$ cat config.mk
export PLATFORM = sky130hd
export DESIGN_NAME = wb_stage_multi_flat
export DESIGN_NICKNAME = d
export VERILOG_FILES = /design/src/rtl/wb_stage_multi_if.sv /design/src/rtl/wb_stage_multi.sv /design/src/flat_wrapper.sv
export SDC_FILE = /design/constraint.sdc
export NUM_CORES = 1
export LEC_CHECK = 0
export ABC_AREA = 1
export CORE_MARGIN = 5
export CORE_UTILIZATION = 47
export DETAILED_ROUTE_END_ITERATION = 10
export GPL_ROUTABILITY_DRIVEN = 0
export MAX_ROUTING_LAYER = met4
export PLACE_DENSITY = 0.82
export RECOVER_POWER = 50
export SLEW_MARGIN = 20
export SYNTH_ARGS = -nofsm -noshare
export SYNTH_HDL_FRONTEND = slang
export SYNTH_SLANG_ARGS = --single-unit
export TNS_END_PERCENT = 50
$ cat constraint.sdc
create_clock -name clk -period 1.93 [get_ports clk]
set_input_delay 0.4825 -clock clk [delete_from_list [all_inputs] [get_ports clk]]
set_output_delay 0.4825 -clock clk [all_outputs]
set_load 0.05 [all_outputs]
$ cat src/rtl/wb_stage_multi_if.sv
// MEM->WB group handshake, late-result beat, regfile write port and debug trace.
interface wb_stage_multi_if #(
  parameter int LANES = 2,
  parameter int DW    = 32
);
  logic                     mem_valid_in;
  logic                     wb_allowin_out;
  logic [LANES-1:0]         mem_lane_valid_in;
  logic [LANES-1:0]         mem_late_in;
  logic [LANES-1:0][DW-1:0] mem_PC_in;
  logic [LANES-1:0][DW-1:0] mem_wbdata_in;
  logic [LANES-1:0][3:0]    mem_reg_we_in;
  logic [LANES-1:0][4:0]    mem_wnum_in;
  logic                     late_valid_in;
  logic [DW-1:0]            late_data_in;
  logic                     wb_valid_out;
  logic [LANES-1:0][3:0]    wb_reg_we_out;
  logic [LANES-1:0][4:0]    wb_wnum_out;
  logic [LANES-1:0][DW-1:0] wb_wbdata_out;
  logic [DW-1:0]            debug_wb_pc;
  logic [3:0]               debug_wb_rf_wen;
  logic [4:0]               debug_wb_rf_wnum;
  logic [DW-1:0]            debug_wb_rf_wdata;

  modport master (
    output mem_valid_in, mem_lane_valid_in, mem_late_in, mem_PC_in, mem_wbdata_in,
           mem_reg_we_in, mem_wnum_in, late_valid_in, late_data_in,
    input  wb_allowin_out, wb_valid_out, wb_reg_we_out, wb_wnum_out, wb_wbdata_out,
           debug_wb_pc, debug_wb_rf_wen, debug_wb_rf_wnum, debug_wb_rf_wdata
  );

  modport slave (
    input  mem_valid_in, mem_lane_valid_in, mem_late_in, mem_PC_in, mem_wbdata_in,
           mem_reg_we_in, mem_wnum_in, late_valid_in, late_data_in,
    output wb_allowin_out, wb_valid_out, wb_reg_we_out, wb_wnum_out, wb_wbdata_out,
           debug_wb_pc, debug_wb_rf_wen, debug_wb_rf_wnum, debug_wb_rf_wdata
  );
endinterface

$ cat src/rtl/wb_stage_multi.sv
// Writeback stage: holds one group of up to two lanes, fills late results in,
// retires to the regfile and replays each valid lane on the debug trace port.
module wb_lane (
  input  logic       vld,
  input  logic [3:0] we,
  input  logic [4:0] wnum,
  output logic [3:0] we_m
);
  // r0 is hardwired, so a write to it is no write at all
  assign we_m = (vld && wnum != 5'd0) ? we : 4'h0;
endmodule

module wb_stage_multi #(
  parameter int LANES = 2,
  parameter int DW    = 32
) (
  input logic             clk,
  input logic             rst_n,
  wb_stage_multi_if.slave bus
);
  localparam int L1 = LANES - 1;

  typedef enum logic [1:0] {EMPTY, HOLD, DBG1} st_t;
  st_t st;

  logic [LANES-1:0]         lane_vld, late_pend, late_hit;
  logic [LANES-1:0][DW-1:0] pc_q, data_q;
  logic [LANES-1:0][3:0]    we_q, we_m, we_rf;
  logic [LANES-1:0][4:0]    wnum_q;
  logic                     two_lane, retire, allowin, capture, late_ok;
  logic [DW-1:0]            sel_pc, sel_data;
  logic [3:0]               sel_we;
  logic [4:0]               sel_wnum;

  for (genvar i = 0; i < LANES; i++) begin : g_lane
    wb_lane u_lane (.vld(lane_vld[i]), .we(we_q[i]), .wnum(wnum_q[i]), .we_m(we_m[i]));
  end

  // With one lane two_lane is constant 0, so DBG1 is never entered
  assign two_lane = (LANES == 2) && (&lane_vld);
  assign retire   = rst_n && (st == HOLD) && (late_pend == '0);
  assign allowin  = (st == EMPTY) || (st == DBG1) || (retire && !two_lane);
  assign capture  = bus.mem_valid_in && allowin;
  assign late_ok  = (st == HOLD) && (|late_pend) && bus.late_valid_in;
  assign late_hit = late_pend & (~late_pend + LANES'(1));

  // Same destination in both lanes: the younger lane 1 owns the write
  always_comb begin
    we_rf = we_m;
    if (LANES == 2 && (|we_m[0]) && (|we_m[L1]) && wnum_q[0] == wnum_q[L1])
      we_rf[0] = 4'h0;
  end

  always_comb begin
    sel_pc   = pc_q[0];
    sel_data = data_q[0];
    sel_we   = we_m[0];
    sel_wnum = wnum_q[0];
    for (int i = LANES - 1; i >= 0; i--) begin
      if (lane_vld[i]) begin
        sel_pc   = pc_q[i];
        sel_data = data_q[i];
        sel_we   = we_m[i];
        sel_wnum = wnum_q[i];
      end
    end
  end

  assign bus.wb_allowin_out = allowin;
  assign bus.wb_valid_out   = retire;
  assign bus.wb_reg_we_out  = retire ? we_rf : '0;
  assign bus.wb_wnum_out    = wnum_q;
  assign bus.wb_wbdata_out  = data_q;

  always_ff @(posedge clk) begin
    if (!rst_n) begin
      st                    <= EMPTY;
      lane_vld              <= '0;
      late_pend             <= '0;
      pc_q                  <= '0;
      data_q                <= '0;
      we_q                  <= '0;
      wnum_q                <= '0;
      bus.debug_wb_pc       <= '0;
      bus.debug_wb_rf_wen   <= '0;
      bus.debug_wb_rf_wnum  <= '0;
      bus.debug_wb_rf_wdata <= '0;
    end else begin
      case (st)
        EMPTY:   if (capture) st <= HOLD;
        HOLD:    if (retire) st <= two_lane ? DBG1 : (capture ? HOLD : EMPTY);
        DBG1:    st <= capture ? HOLD : EMPTY;
        default: st <= EMPTY;
      endcase

      // capture and a late beat never coincide: capture in HOLD needs no pending bits
      if (capture) begin
        lane_vld  <= bus.mem_lane_valid_in;
        late_pend <= bus.mem_late_in;
        pc_q      <= bus.mem_PC_in;
        data_q    <= bus.mem_wbdata_in;
        we_q      <= bus.mem_reg_we_in;
        wnum_q    <= bus.mem_wnum_in;
      end else if (late_ok) begin
        late_pend <= late_pend & ~late_hit;
        for (int i = 0; i < LANES; i++)
          if (late_hit[i]) data_q[i] <= bus.late_data_in;
      end

      // DBG1 reads the old lane 1 on the same edge a new group may overwrite it
      if (retire) begin
        bus.debug_wb_pc       <= sel_pc;
        bus.debug_wb_rf_wen   <= sel_we;
        bus.debug_wb_rf_wnum  <= sel_wnum;
        bus.debug_wb_rf_wdata <= sel_data;
      end else if (st == DBG1) begin
        bus.debug_wb_pc       <= pc_q[L1];
        bus.debug_wb_rf_wen   <= we_m[L1];
        bus.debug_wb_rf_wnum  <= wnum_q[L1];
        bus.debug_wb_rf_wdata <= data_q[L1];
      end else begin
        bus.debug_wb_rf_wen   <= 4'h0;
      end
    end
  end
endmodule

$ cat src/flat_wrapper.sv
// flat-port wrapper written by rule: the top's interface ports become plain ports
module wb_stage_multi_flat 
#(
  parameter int LANES = 2,
  parameter int DW    = 32
)
  (clk, rst_n, bus_mem_valid_in, bus_mem_lane_valid_in, bus_mem_late_in, bus_mem_PC_in, bus_mem_wbdata_in, bus_mem_reg_we_in, bus_mem_wnum_in, bus_late_valid_in, bus_late_data_in, bus_wb_allowin_out, bus_wb_valid_out, bus_wb_reg_we_out, bus_wb_wnum_out, bus_wb_wbdata_out, bus_debug_wb_pc, bus_debug_wb_rf_wen, bus_debug_wb_rf_wnum, bus_debug_wb_rf_wdata);
  wb_stage_multi_if #(.LANES(LANES), .DW(DW)) bus_i ();
  input logic clk;
  input logic rst_n;
  input wire logic [$bits(bus_i.mem_valid_in)-1:0] bus_mem_valid_in;
  input wire logic [$bits(bus_i.mem_lane_valid_in)-1:0] bus_mem_lane_valid_in;
  input wire logic [$bits(bus_i.mem_late_in)-1:0] bus_mem_late_in;
  input wire logic [$bits(bus_i.mem_PC_in)-1:0] bus_mem_PC_in;
  input wire logic [$bits(bus_i.mem_wbdata_in)-1:0] bus_mem_wbdata_in;
  input wire logic [$bits(bus_i.mem_reg_we_in)-1:0] bus_mem_reg_we_in;
  input wire logic [$bits(bus_i.mem_wnum_in)-1:0] bus_mem_wnum_in;
  input wire logic [$bits(bus_i.late_valid_in)-1:0] bus_late_valid_in;
  input wire logic [$bits(bus_i.late_data_in)-1:0] bus_late_data_in;
  output wire logic [$bits(bus_i.wb_allowin_out)-1:0] bus_wb_allowin_out;
  output wire logic [$bits(bus_i.wb_valid_out)-1:0] bus_wb_valid_out;
  output wire logic [$bits(bus_i.wb_reg_we_out)-1:0] bus_wb_reg_we_out;
  output wire logic [$bits(bus_i.wb_wnum_out)-1:0] bus_wb_wnum_out;
  output wire logic [$bits(bus_i.wb_wbdata_out)-1:0] bus_wb_wbdata_out;
  output wire logic [$bits(bus_i.debug_wb_pc)-1:0] bus_debug_wb_pc;
  output wire logic [$bits(bus_i.debug_wb_rf_wen)-1:0] bus_debug_wb_rf_wen;
  output wire logic [$bits(bus_i.debug_wb_rf_wnum)-1:0] bus_debug_wb_rf_wnum;
  output wire logic [$bits(bus_i.debug_wb_rf_wdata)-1:0] bus_debug_wb_rf_wdata;
  assign bus_i.mem_valid_in = bus_mem_valid_in;
  assign bus_i.mem_lane_valid_in = bus_mem_lane_valid_in;
  assign bus_i.mem_late_in = bus_mem_late_in;
  assign bus_i.mem_PC_in = bus_mem_PC_in;
  assign bus_i.mem_wbdata_in = bus_mem_wbdata_in;
  assign bus_i.mem_reg_we_in = bus_mem_reg_we_in;
  assign bus_i.mem_wnum_in = bus_mem_wnum_in;
  assign bus_i.late_valid_in = bus_late_valid_in;
  assign bus_i.late_data_in = bus_late_data_in;
  assign bus_wb_allowin_out = bus_i.wb_allowin_out;
  assign bus_wb_valid_out = bus_i.wb_valid_out;
  assign bus_wb_reg_we_out = bus_i.wb_reg_we_out;
  assign bus_wb_wnum_out = bus_i.wb_wnum_out;
  assign bus_wb_wbdata_out = bus_i.wb_wbdata_out;
  assign bus_debug_wb_pc = bus_i.debug_wb_pc;
  assign bus_debug_wb_rf_wen = bus_i.debug_wb_rf_wen;
  assign bus_debug_wb_rf_wnum = bus_i.debug_wb_rf_wnum;
  assign bus_debug_wb_rf_wdata = bus_i.debug_wb_rf_wdata;
  wb_stage_multi #(.LANES(LANES), .DW(DW)) u_core (.clk(clk), .rst_n(rst_n), .bus(bus_i));
endmodule
==> flow_results.org <==
** Critical path
- The kind of cell with the highest combined delay along the critical path is simple AND/OR/NAND/NOR gates.
- The critical path ends at bus_wb_reg_we_out[3].
- Buf+Inv Stages, Crit Path :: 3
- Setup slack of the most critical reg-to-reg path :: 140 ps
- Slowest cell on the critical path :: sky130_fd_sc_hd__dfxtp_4
- The worst setup path is of the flop to output port kind.
- In this run the worst path has a maximum fanout of 4.
- The worst setup path is captured at an output port.
- Max incr delay on CP :: 360 ps
- Walking the worst path, the cells encountered are xnor2_2, nand2_1, nor3_2, buf_4, nand3_4, nand2_4, clkinvlp_4, buf_12.
- For the worst setup path, the data required time is 1450 ps.
- Data on the critical path arrives at its endpoint at 2000 ps.
- The number of cells on the worst reg-to-reg path is 12.
- In this run the critical register-to-register path is launched from u_core.st[0]$_SDFFE_PN0P_.
- Kind of launch point of the worst setup path :: flop
- The critical path crosses 8 cells after its start point.
- The most critical setup path has its startpoint at u_core.bus.wb_wnum_out[1]$_SDFFE_PN0N_.
- In this run the critical register-to-register path is captured at u_core.bus.wb_wbdata_out[24]$_SDFFE_PN0P_.

** Floorplanning
- Num ports :: 343
- The die covers 25600 µm².
- The die is 160 µm wide.
- In this run the standard cell core region covers 22400 µm².
- Row generation in the floorplan step produced 55 rows.
- For this configuration, the core starts out at a cell density of 0.472.
- In this run the vertical extent of the chip is 160 µm.

** Route
- After the first detailed-routing iteration, the DRC count stood at 1120.
- Total DRC errors in the routed layout :: 0
- In the routed layout, each cell is associated on average with a via count of 5.21.
- The final route contains 11700 vias.
- Routed length per instance :: 16.4 µm
- The count of nets left with antenna violations once routing finished came out at 0.
- Detailed-router iteration count before antenna repair :: 5
- Wire length reported by the detailed router :: 36700 µm

** Synth
- In the synthesized netlist, the cells that appear most often are 356 x sky130_fd_sc_hd__nor2_1, 256 x sky130_fd_sc_hd__nand2_1, 225 x sky130_fd_sc_hd__dfxtp_1, 225 x sky130_fd_sc_hd__inv_1, 141 x sky130_fd_sc_hd__o21ai_0.
- Sequential area share after synthesis :: 0.426
- Cell type contributing the most total cell area after synthesis :: sky130_fd_sc_hd__dfxtp_1
- Counting flops with a built-in enable in the synthesized netlist gives 0.
- Average size of a mapped cell :: 6.56 µm²
- Number of standard cells after synthesis :: 1614
- In this run, synthesis produced a sequential element count of 225.
- Yosys Warn Count :: 0
- The most common cell in the synthesized netlist is sky130_fd_sc_hd__nor2_1.
- Post-synthesis net count :: 1800
- Counting distinct cell types in the post-synthesis netlist gives 29.
- Area of the mapped netlist :: 10600 µm²
- Counting flops with an async set or reset pin after synthesis yields a share of 0.
- Primary flip-flop cell chosen by synthesis mapping :: sky130_fd_sc_hd__dfxtp_1
- After synthesis, the cell types taking the most area are sky130_fd_sc_hd__dfxtp_1 43%, sky130_fd_sc_hd__nor2_1 13%, sky130_fd_sc_hd__nand2_1 9.1%, sky130_fd_sc_hd__inv_1 8.0%, sky130_fd_sc_hd__o21ai_0 6.7%.
- Of the post-synthesis cell area, the dominant cell type holds 0.426.

** Clock network
- CTS saw 225 sinks.
- Clock slew seen by the registers of the worst setup and hold paths :: 60 ps
- CTS built an H-tree with a depth of 1.
- The later pin in the worst-skew pair is clocked with a latency of 510 ps.
- In this run, post-CTS hold repair placed 0 buffers.
- Total CTS buffers :: 24
- Root buffer selected by CTS :: sky130_fd_sc_hd__clkbuf_16
- Bufs on Longest Clock Path :: 3
- TritonCTS built the clock tree.

** Timing
- The hold violation total from the final report came to 0.
- In the finished design, the share of the clock period the worst path needs comes to 1.28.
- Final sum of negative setup slack :: -3520 ps
- Setup repair after global routing missed its margin :: yes
- Counting I/O delays and the setup requirement, the final critical path takes 2480 ps.
- Between clock sinks in the finished design, the worst skew comes to 9.43 ps.
- The final max-slew violation count was 0.
- Setup slack of the critical path after layout :: -550 ps
- Fmax :: 0.403 GHz
- Relative slew slack :: 0.536
- At the pin with the least slew margin, the transition time is 695 ps.
- Total setup violations reported at the end of the flow :: 9

** Final layout
- Proportion of layout cells with a drive suffix above 1 :: 0.170
- Relative to the synthesized area, the layout overhead comes to 45.9%.
- Post-layout utilization of the core :: 0.688
- NumNets Final :: 2126

** GRT
- The initial antenna violation count came to 1.
- Global-route wire length before repair :: 57400 µm
- For this run the aggregate overflow at the end of global routing stands at 0.
- The via count of the first global-routing pass is 11100.
- Entering global routing, the biggest net connects 172 pins.
- In the global route stage, overall resource usage came out at 0.275.

** Outcome
- The flow ran to the end, but the final reports show violations.
- Violations in the final reports :: setup timing

** Placed design
- Setup Slack @ Placement :: -83.8 ps
- Half-perimeter wire length after placement :: 24900 µm
- Port-buffer cells :: 342

** Flow run
- The tool flagged a number of max-cap violations equal to 0.

** Power and ir drop
- Total power density per cell area :: 880 nW/µm²
- Maximum vdd ir drop :: 0.554 mV
- Leak :: 0.00802 µW

** Min path
- Worst min path class :: input port to flop
- Cell count of the worst hold path :: 5
metal layers:
| layer | routed length [µm] | vias up | global-route usage |
|---|---|---|---|
| met4 | 1320 | 0 | 0.0974 |
| li1 | - | 5686 | - |
| met5 | 0 | - | - |
| met2 | 17500 | 569 | 0.444 |
| met1 | 14600 | 5335 | 0.343 |
| met3 | 3240 | 92 | 0.0591 |
cells by family after synthesis:
group | count (synthesis) | synth area share
AO/OA/AOI/OAI | 280 | 0.149
flip-flops | 225 | 0.426
XOR/XNOR | 3 | 0.00248
AND/OR/NAND/NOR | 765 | 0.293
buffers and inverters | 341 | 0.130
registers in the layout (all words and copies together) (netlist names):
register                      flops
u_core.bus.debug_wb_pc           32
u_core.bus.debug_wb_rf_wdata     32
u_core.bus.debug_wb_rf_wen        4
u_core.bus.debug_wb_rf_wnum       5
u_core.bus.wb_wbdata_out         64
u_core.bus.wb_wnum_out           10
u_core.lane_vld                   2
u_core.late_pend                  2
u_core.pc_q                      64
u_core.st                         2
u_core.we_q                       8
layout by cell type (no fill, tap or decap), drive strengths merged:
cell,n
a21boi,1
a21oi,15
a31oi,4
buf,227
bufinv,2
clkbuf,35
clkdlybuf4s50,184
clkinv,6
clkinvlp,4
dfxtp,225
diode,1
inv,226
nand2,258
nand3,139
nand3b,1
nand4,4
nor2,358
nor3,5
o211ai,34
o21ai,226
xnor2,2
xor2,1
stage by stage:
step / area, µm² / std cells / hold slack, ps / power [µW]
after floorplan: 10700 / 1614 / 456 / 7510
after global placement: 14300 / 2181 / 463 / 8800
after detailed placement: 14300 / 2181 / 473 / 8860
after CTS: 15200 / 2233 / 435 / 13600
after global routing: 15400 / 2243 / 457 / 14200
final: 15400 / 2243 / 440 / 13600
where the power goes:
group          internal, µW  total (µW)  leakage (µW)  switching (µW)
logic                  1370        3590       0.00577            2230
clock network          2750        4660      0.000386            1910
registers              5040        5330       0.00186             285
final cells by class:
class                           instances  area (µm²)
Multi-Input combinational cell       1048        4910
Fill cell                            1853        6990
Timing Repair Buffer                  413        3960
Inverter                              228         877
Clock inverter                         10         105
Tap cell                              285         357
Antenna cell                            1        2.50
Clock buffer                           33         686
Sequential cell                       225        4540
tightest hold or removal path: stages:
cell	delay (ps)
sky130_fd_sc_hd__buf_6	120
sky130_fd_sc_hd__nand3_4	100
sky130_fd_sc_hd__inv_8	60
sky130_fd_sc_hd__nand3_1	70
sky130_fd_sc_hd__a31oi_1	60
repair_timing:
action / CTS / global route
gates resized for setup: 15 / 23
endpoints found under the setup margin: 10 / 49
setup buffers: 9 / 7
gates cloned: 0 / 2
pin swaps: 6 / 9
worst min path at each step:
stage / from / endpoint / slack (ps)
2_1_floorplan: u_core.pc_q[0]$_SDFFE_PN0N_ / u_core.pc_q[0]$_SDFFE_PN0N_ / 460
3_3_place_gp: u_core.pc_q[8]$_SDFFE_PN0N_ / u_core.pc_q[8]$_SDFFE_PN0N_ / 460
5_1_grt: rst_n / u_core.bus.debug_wb_rf_wen[0]$_SDFF_PN0_ / 460
4_1_cts: rst_n / u_core.bus.debug_wb_rf_wen[3]$_SDFF_PN0_ / 430
6_report: rst_n / u_core.bus.debug_wb_rf_wen[2]$_SDFF_PN0_ / 440
3_5_place_dp: u_core.pc_q[23]$_SDFFE_PN0N_ / u_core.pc_q[23]$_SDFFE_PN0N_ / 470
(Power assumes the default switching activity.)
